**config.mk**
```make
export PLATFORM = sky130hd
export DESIGN_NAME = loba_split_pipe
export DESIGN_NICKNAME = d
export VERILOG_FILES = /design/src/rtl/loba_pkg.sv /design/src/rtl/loba_seg_stage.sv /design/src/rtl/loba_split_pipe.sv
export SDC_FILE = /design/constraint.sdc
export NUM_CORES = 1
export LEC_CHECK = 0
export BUFFER_PORTS_ARGS = -buffer_cell sky130_fd_sc_hd__buf_2
export CAP_MARGIN = 20
export CORE_AREA = 2 2 142 144
export CTS_CLUSTER_DIAMETER = 100
export DETAILED_ROUTE_END_ITERATION = 7
export DIE_AREA = 0 0 144 146
export GPL_ROUTABILITY_DRIVEN = 1
export MAX_ROUTING_LAYER = met4
export PLACE_DENSITY_LB_ADDON = 0.15
export SETUP_SLACK_MARGIN = 0.4
export SYNTH_ARGS = -nofsm -noshare
export SYNTH_HDL_FRONTEND = slang
export SYNTH_SLANG_ARGS = --single-unit
```
**constraint.sdc**
```tcl
create_clock -name clk -period 5.9 [get_ports clk]
set_input_delay 1.18 -clock clk [delete_from_list [all_inputs] [get_ports clk]]
set_output_delay 1.18 -clock clk [all_outputs]
set_load 0.05 [all_outputs]
```
**src/rtl/loba_pkg.sv**
```systemverilog
// Shared LOBA definitions: position-field width helper and the leading-one
// detector used by every segment extractor.
package loba_pkg;

  // Widest operand the leading-one detector handles.
  localparam int LOBA_MAX_N = 64;
  localparam int LOBA_POS_W = 7;

  typedef struct packed {
    logic                  found;  // operand had at least one set bit
    logic [LOBA_POS_W-1:0] pos;    // index of the most significant set bit
  } lead_one_t;

  // Width of a leading-one position field for an n-bit operand.
  function automatic int loba_kw(input int n);
    return (n > 1) ? $clog2(n) : 1;
  endfunction

  // Most significant set bit of v; found = 0 for a zero operand.
  function automatic lead_one_t lead_one(input logic [LOBA_MAX_N-1:0] v);
    lead_one_t r;
    r = '0;
    for (int i = 0; i < LOBA_MAX_N; i++) begin
      if (v[i]) begin
        r.found = 1'b1;
        r.pos   = LOBA_POS_W'(i);
      end
    end
    return r;
  endfunction

endpackage

```
**src/rtl/loba_seg_stage.sv**
```systemverilog
// One segment extractor plus its pipeline register. Earlier segments ride
// along in the mant/k/seg buses: each stage shifts them down one slot and
// inserts its own segment in the top slot, so after S stages segment s sits
// in slot s.
module loba_seg_stage
  import loba_pkg::*;
#(
  parameter int N     = 16,
  parameter int W     = 4,
  parameter int S     = 2,
  parameter bit FIRST = 1'b0,
  parameter int KW    = loba_kw(N)
) (
  input  logic            clk,
  input  logic            rst_n,
  input  logic            en,
  input  logic            vld_in,
  input  logic [N-1:0]    res_in,
  input  logic            exact_in,
  input  logic [S*W-1:0]  mant_in,
  input  logic [S*KW-1:0] k_in,
  input  logic [S-1:0]    seg_in,
  output logic            vld_q,
  output logic [N-1:0]    res_q,
  output logic            exact_q,
  output logic [S*W-1:0]  mant_q,
  output logic [S*KW-1:0] k_q,
  output logic [S-1:0]    seg_q
);

  localparam int MW = S * W;
  localparam int KB = S * KW;

  lead_one_t    lo;
  int           p;
  int           sh;
  logic [W-1:0] mant;
  logic [KW-1:0] k;
  logic         seg;
  logic [N-1:0] rest;
  logic [N-1:0] contrib;
  logic [N-1:0] dropped;

  // Extract this segment from the incoming residual and form the next residual.
  always_comb begin
    // NOTE: every signal gets a default before any branch, so no path can
    // leave one unassigned and infer a latch.
    lo   = lead_one(LOBA_MAX_N'(res_in));
    p    = int'(lo.pos);
    sh   = 0;
    mant = '0;
    k    = '0;
    seg  = 1'b0;
    rest = '0;
    if (lo.found && p >= W - 1) begin
      sh   = p - W + 1;
      mant = W'(res_in >> sh);
      k    = KW'(p);
      seg  = 1'b1;
      // Only bits strictly below the mantissa window survive, and only when a
      // full window's worth of them exists.
      if (p >= 2 * W - 1) rest = res_in & ((N'(1) << sh) - N'(1));
    end else if (FIRST) begin
      // Small or zero operand: the bottom W bits stand for it unshifted.
      mant = res_in[W-1:0];
      k    = KW'(W - 1);
      seg  = 1'b1;
    end
    contrib = N'(mant) << sh;
    // Bits neither captured by this segment nor passed on are lost for good.
    dropped = res_in & ~contrib & ~rest;
  end

  // Pipeline register: load when enabled, hold otherwise.
  always_ff @(posedge clk or negedge rst_n) begin
    // NOTE: data registers are reset as well as the valid bit, so the result
    // buses read zero while reset is held.
    if (!rst_n) begin
      vld_q   <= 1'b0;
      res_q   <= '0;
      exact_q <= 1'b0;
      mant_q  <= '0;
      k_q     <= '0;
      seg_q   <= '0;
    end else if (en) begin
      // NOTE: state is updated with non-blocking assignments so every stage
      // samples its neighbour's value from before the edge.
      vld_q   <= vld_in;
      res_q   <= rest;
      exact_q <= exact_in & ~|dropped;
      mant_q  <= (mant_in >> W) | (MW'(mant) << ((S - 1) * W));
      k_q     <= (k_in >> KW) | (KB'(k) << ((S - 1) * KW));
      seg_q   <= (seg_in >> 1) | (S'(seg) << (S - 1));
    end
  end

endmodule

```
**src/rtl/loba_split_pipe.sv**
```systemverilog
// LOBA operand splitter: S pipelined segment extractors behind a
// valid/ready handshake with per-stage bubble collapsing.
module loba_split_pipe
  import loba_pkg::*;
#(
  parameter int N = 16,
  parameter int W = 4,
  parameter int S = 2,
  localparam int KW = loba_kw(N)
) (
  input  logic            clk,
  input  logic            rst_n,
  input  logic            in_valid,
  output logic            in_ready,
  input  logic [N-1:0]    in_data,
  output logic            out_valid,
  input  logic            out_ready,
  output logic [S*W-1:0]  out_mant,
  output logic [S*KW-1:0] out_k,
  output logic [S-1:0]    out_seg_vld,
  output logic            out_exact
);

  if (W < 2 || S < 1 || S * W > N || N > LOBA_MAX_N) begin : g_bad_params
    $error("loba_split_pipe: illegal parameters N=%0d W=%0d S=%0d", N, W, S);
  end

  // Index 0 is the input side; index s+1 is the register of stage s.
  logic [S:0]               vld;
  logic [S:0][N-1:0]        res;
  logic [S:0]               exact;
  logic [S:0][S*W-1:0]      mant;
  logic [S:0][S*KW-1:0]     kb;
  logic [S:0][S-1:0]        seg;
  logic [S-1:0]             en;
  logic                     go;

  assign vld[0]   = in_valid;
  assign res[0]   = in_data;
  assign exact[0] = 1'b1;
  assign mant[0]  = '0;
  assign kb[0]    = '0;
  assign seg[0]   = '0;

  // Stage s may load when the consumer drains or any register from s onward
  // is empty; written flat rather than as a ripple through en.
  always_comb begin
    en = '0;
    go = 1'b0;
    for (int s = 0; s < S; s++) begin
      go = out_ready;
      for (int j = s; j < S; j++) go = go | ~vld[j+1];
      en[s] = go;
    end
  end

  for (genvar s = 0; s < S; s++) begin : g_stage
    loba_seg_stage #(
      .N    (N),
      .W    (W),
      .S    (S),
      .FIRST(s == 0),
      .KW   (KW)
    ) u_stage (
      .clk     (clk),
      .rst_n   (rst_n),
      .en      (en[s]),
      .vld_in  (vld[s]),
      .res_in  (res[s]),
      .exact_in(exact[s]),
      .mant_in (mant[s]),
      .k_in    (kb[s]),
      .seg_in  (seg[s]),
      .vld_q   (vld[s+1]),
      .res_q   (res[s+1]),
      .exact_q (exact[s+1]),
      .mant_q  (mant[s+1]),
      .k_q     (kb[s+1]),
      .seg_q   (seg[s+1])
    );
  end

  assign in_ready    = en[0];
  assign out_valid   = vld[S];
  assign out_mant    = mant[S];
  assign out_k       = kb[S];
  assign out_seg_vld = seg[S];
  // Exact only if nothing was dropped along the way and no residual remains.
  assign out_exact   = exact[S] & ~|res[S];

endmodule
```
==> results.ini <==
[status]
status=completed

[synthesis]
yosys_warnings=0
dominantRegCellSynth=dfrtp_1
synth_edf_count=0
ys_seq_area_frac=0.2341
syn_area_mm2=0.006734
synthArstFlopShare=1.000
synthTopCellsByArea=dfrtp_1 23%, nand2_1 8.7%, nor2_1 4.3%, ha_1 3.7%, clkbuf_1 3.7%
synthCells=926
synthTopCellsByCount=156 x nand2_1, 77 x nor2_1, 66 x clkbuf_1
yosysMostFrequentCell=nand2_1
ys_types=95
ys_ff_latch=63
avgSynthCellArea_um2=7.272
synth_nets=966
synth_top_area_share=0.2341
yosys.area.top_type=dfrtp_1

[grt]
overflow=0
grt_max_degree=57
grt_first_pass_wirelength_um=41380
antenna_found_initial=0
grt_use_total=0.2589
grt_pass1_vias=7192

[drt]
drtPass1Iterations=7
drt_wl_total_um=26480
via_per_inst=6.277
drtIter0Drc=826
drc=0
vias=7696
wl_per_cell_um=21.60
ant_nets=0

[clock_network]
ctsHoldBuffers=0
cts_tree=built
insertion_delay_ps=330
clock_sink_count=63
htreeDepth=3
clockBufferDepth=2
clk_pin_slew_ps=50
cts_inserted_buffers=9
clockRootBuffer=clkbuf_16

[run]
cap_violations=0

[floorplan]
start_util=0.3483
die_h_um=146
fp.dieW_um=144
rows=51
dieArea_mm2=0.02102
core_area_mm2=0.01933
io_pins=41

[place]
gp_congestion=0.9834
placed_area_mm2=0.007420
hpwl_um=19600
placedCellCount=1207
place_ws_ps=434.2
io_buffers=40

[power_and_ir_drop]
p_per_area_mw_per_mm2=420.8
p_leak_nw=3.141
irDropWorstVdd_mv=0.1655

[timing]
whs_ps=453.5
tightest_slew_ps=994.6
final-hold-violation-count=0
timing.final.max_slew_violations=0
fin_crit_ps=5273
tns_ps=0
clock_skew_ps=7.366
relSlewSlack=0.3338
fin_ws_ps=627.0
setup_viol=0
fin_crit_sh=0.8937
rsz0062_at_grt=true
fmax_mhz=189.6

[final_layout]
layout.nets=996
num_antenna_cells=0
instances_no_fill=1226
synthToLayoutAreaGrowth_pct=16.02
final_area_mm2=0.007812
drive_above_1_share=0.1821

[setup_path]
crit_fanout=12
critPathCaptureType=register
cp-start-kind=register
critPathKind=reg -> reg
required_ps=6120
arrival_ps=5500

[min_path]
min_path_type=reg -> reg

[registers in the layout, indices dropped and copies added, names as in the netlist]
| name | flops |
|---|---|
| g_stage.u_stage.vld_q | 2 |
| g_stage.u_stage.seg_q | 3 |
| g_stage.u_stage.res_q | 32 |
| g_stage.u_stage.k_q | 12 |
| g_stage.u_stage.mant_q | 12 |
| g_stage.u_stage.exact_q | 2 |
[layout make-up]
cell class / instances / area (µm²)
sequential: 63 / 1583
fill: 2022 / 11520
timing repair buffer: 100 / 650.6
clock buffer: 13 / 250.2
clock inverter: 3 / 42.54
inverter: 25 / 93.84
multi-input combinational: 757 / 4861
tap: 265 / 331.6
[routing by layer]
layer  global-route usage  routed length, µm  vias to the layer above  share of wire
li1                     -                  -                     3540              -
met1               0.3518              11630                     3686           0.44
met2               0.3874              11890                      397           0.45
met3              0.04113               1993                       73          0.075
met4              0.09412                971                        0          0.037
met5                    -                  0                        -              0
[layout by cell type, fill, tap and decap left out, drive strengths merged, types with 6 or more instances in the layout]
master / Yosys / final
mux2i: 17 / 17
nand2b: 16 / 16
o21ai: 44 / 44
nor4: 19 / 19
inv: 24 / 24
a22oi: 9 / 9
o22ai: 12 / 12
and2: 7 / 7
buf: 15 / 100
o211ai: 19 / 19
a31oi: 21 / 21
or4: 7 / 7
o31ai: 24 / 24
nand3: 48 / 48
a221oi: 6 / 6
clkbuf: 66 / 13
nand2: 157 / 157
nand4: 26 / 26
dfrtp: 63 / 63
xnor2: 9 / 9
ha: 20 / 20
a21oi: 43 / 43
a211oi: 13 / 13
nor3: 31 / 31
nor2: 77 / 77
nor2b: 14 / 14
[repair_timing]
| item | in CTS | in global routing |
|---|---|---|
| endpoints found under the setup margin | 0 | 2 |
| resized for setup | 0 | 20 |
| setup buffers | 0 | 3 |
[power breakdown]
part / internal [mW] / switching (mW) / total [mW] / leakage (nW)
clock: 0.338 / 0.183 / 0.521 / 0.140
sequential: 0.529 / 0.0846 / 0.613 / 0.751
combinational: 0.739 / 1.41 / 2.15 / 2.25
total: 1.61 / 1.68 / 3.29 / 3.14
[final timing paths]
check | slack [ps] | startpoint | cells past startpoint | end
hold / removal | 450 | g_stage[0].u_stage.vld_q | 1 | g_stage[1].u_stage.vld_q
setup reg to reg | 630 | g_stage[0].u_stage.res_q[11] | 19 | g_stage[1].u_stage.exact_q
hold reg to reg | 450 | g_stage[0].u_stage.vld_q | 1 | g_stage[1].u_stage.vld_q
min in group asynchronous | 680 | rst_n | 1 | g_stage[1].u_stage.mant_q[4]
max in group asynchronous | 4230 | rst_n | 2 | g_stage[0].u_stage.res_q[15]
setup / recovery | 630 | g_stage[0].u_stage.res_q[11] | 19 | g_stage[1].u_stage.exact_q
[per-stage QoR]
| step | power, mW | util |
|---|---|---|
| finish | 3.287 | 0.4041 |
| global route | 3.472 | 0.4041 |
| CTS | 3.210 | 0.3989 |
| detailed placement | 2.676 | 0.3837 |
| global placement | 2.728 | 0.3837 |
| floorplan | 2.003 | - |
[worst max-delay path: stages, from the launching register on]
cell and delay [ps]:
dfrtp_1 500, nor3_1 370, and3_2 390, ha_2 320, nand3_1 110, ha_1 190
or4_1 550, or3_1 420, a21oi_4 130, nand3_1 110, ha_2 270, nor3_1 200
a21oi_1 60, or3_1 340, nand4_1 100, a21oi_1 50, nand2_1 90, o2111ai_1 100
or4_1 540, o41ai_2 320
[cells by family (layout without fill, tap and decap cells)]
family                   Yosys count  count (layout)  share of synthesized area
buffers and inverters            106             141                    0.06317
AO/OA/AOI/OAI                    266             266                     0.2934
XOR/XNOR                          11              11                    0.01431
AND/OR/NAND/NOR                  438             438                     0.3209
flip-flops                        63              63                     0.2341
adder cells (fa/ha/maj)           20              20                    0.03716
multiplexers                      22              22                    0.03697
Note: power is estimated with default switching activity, not from simulation.
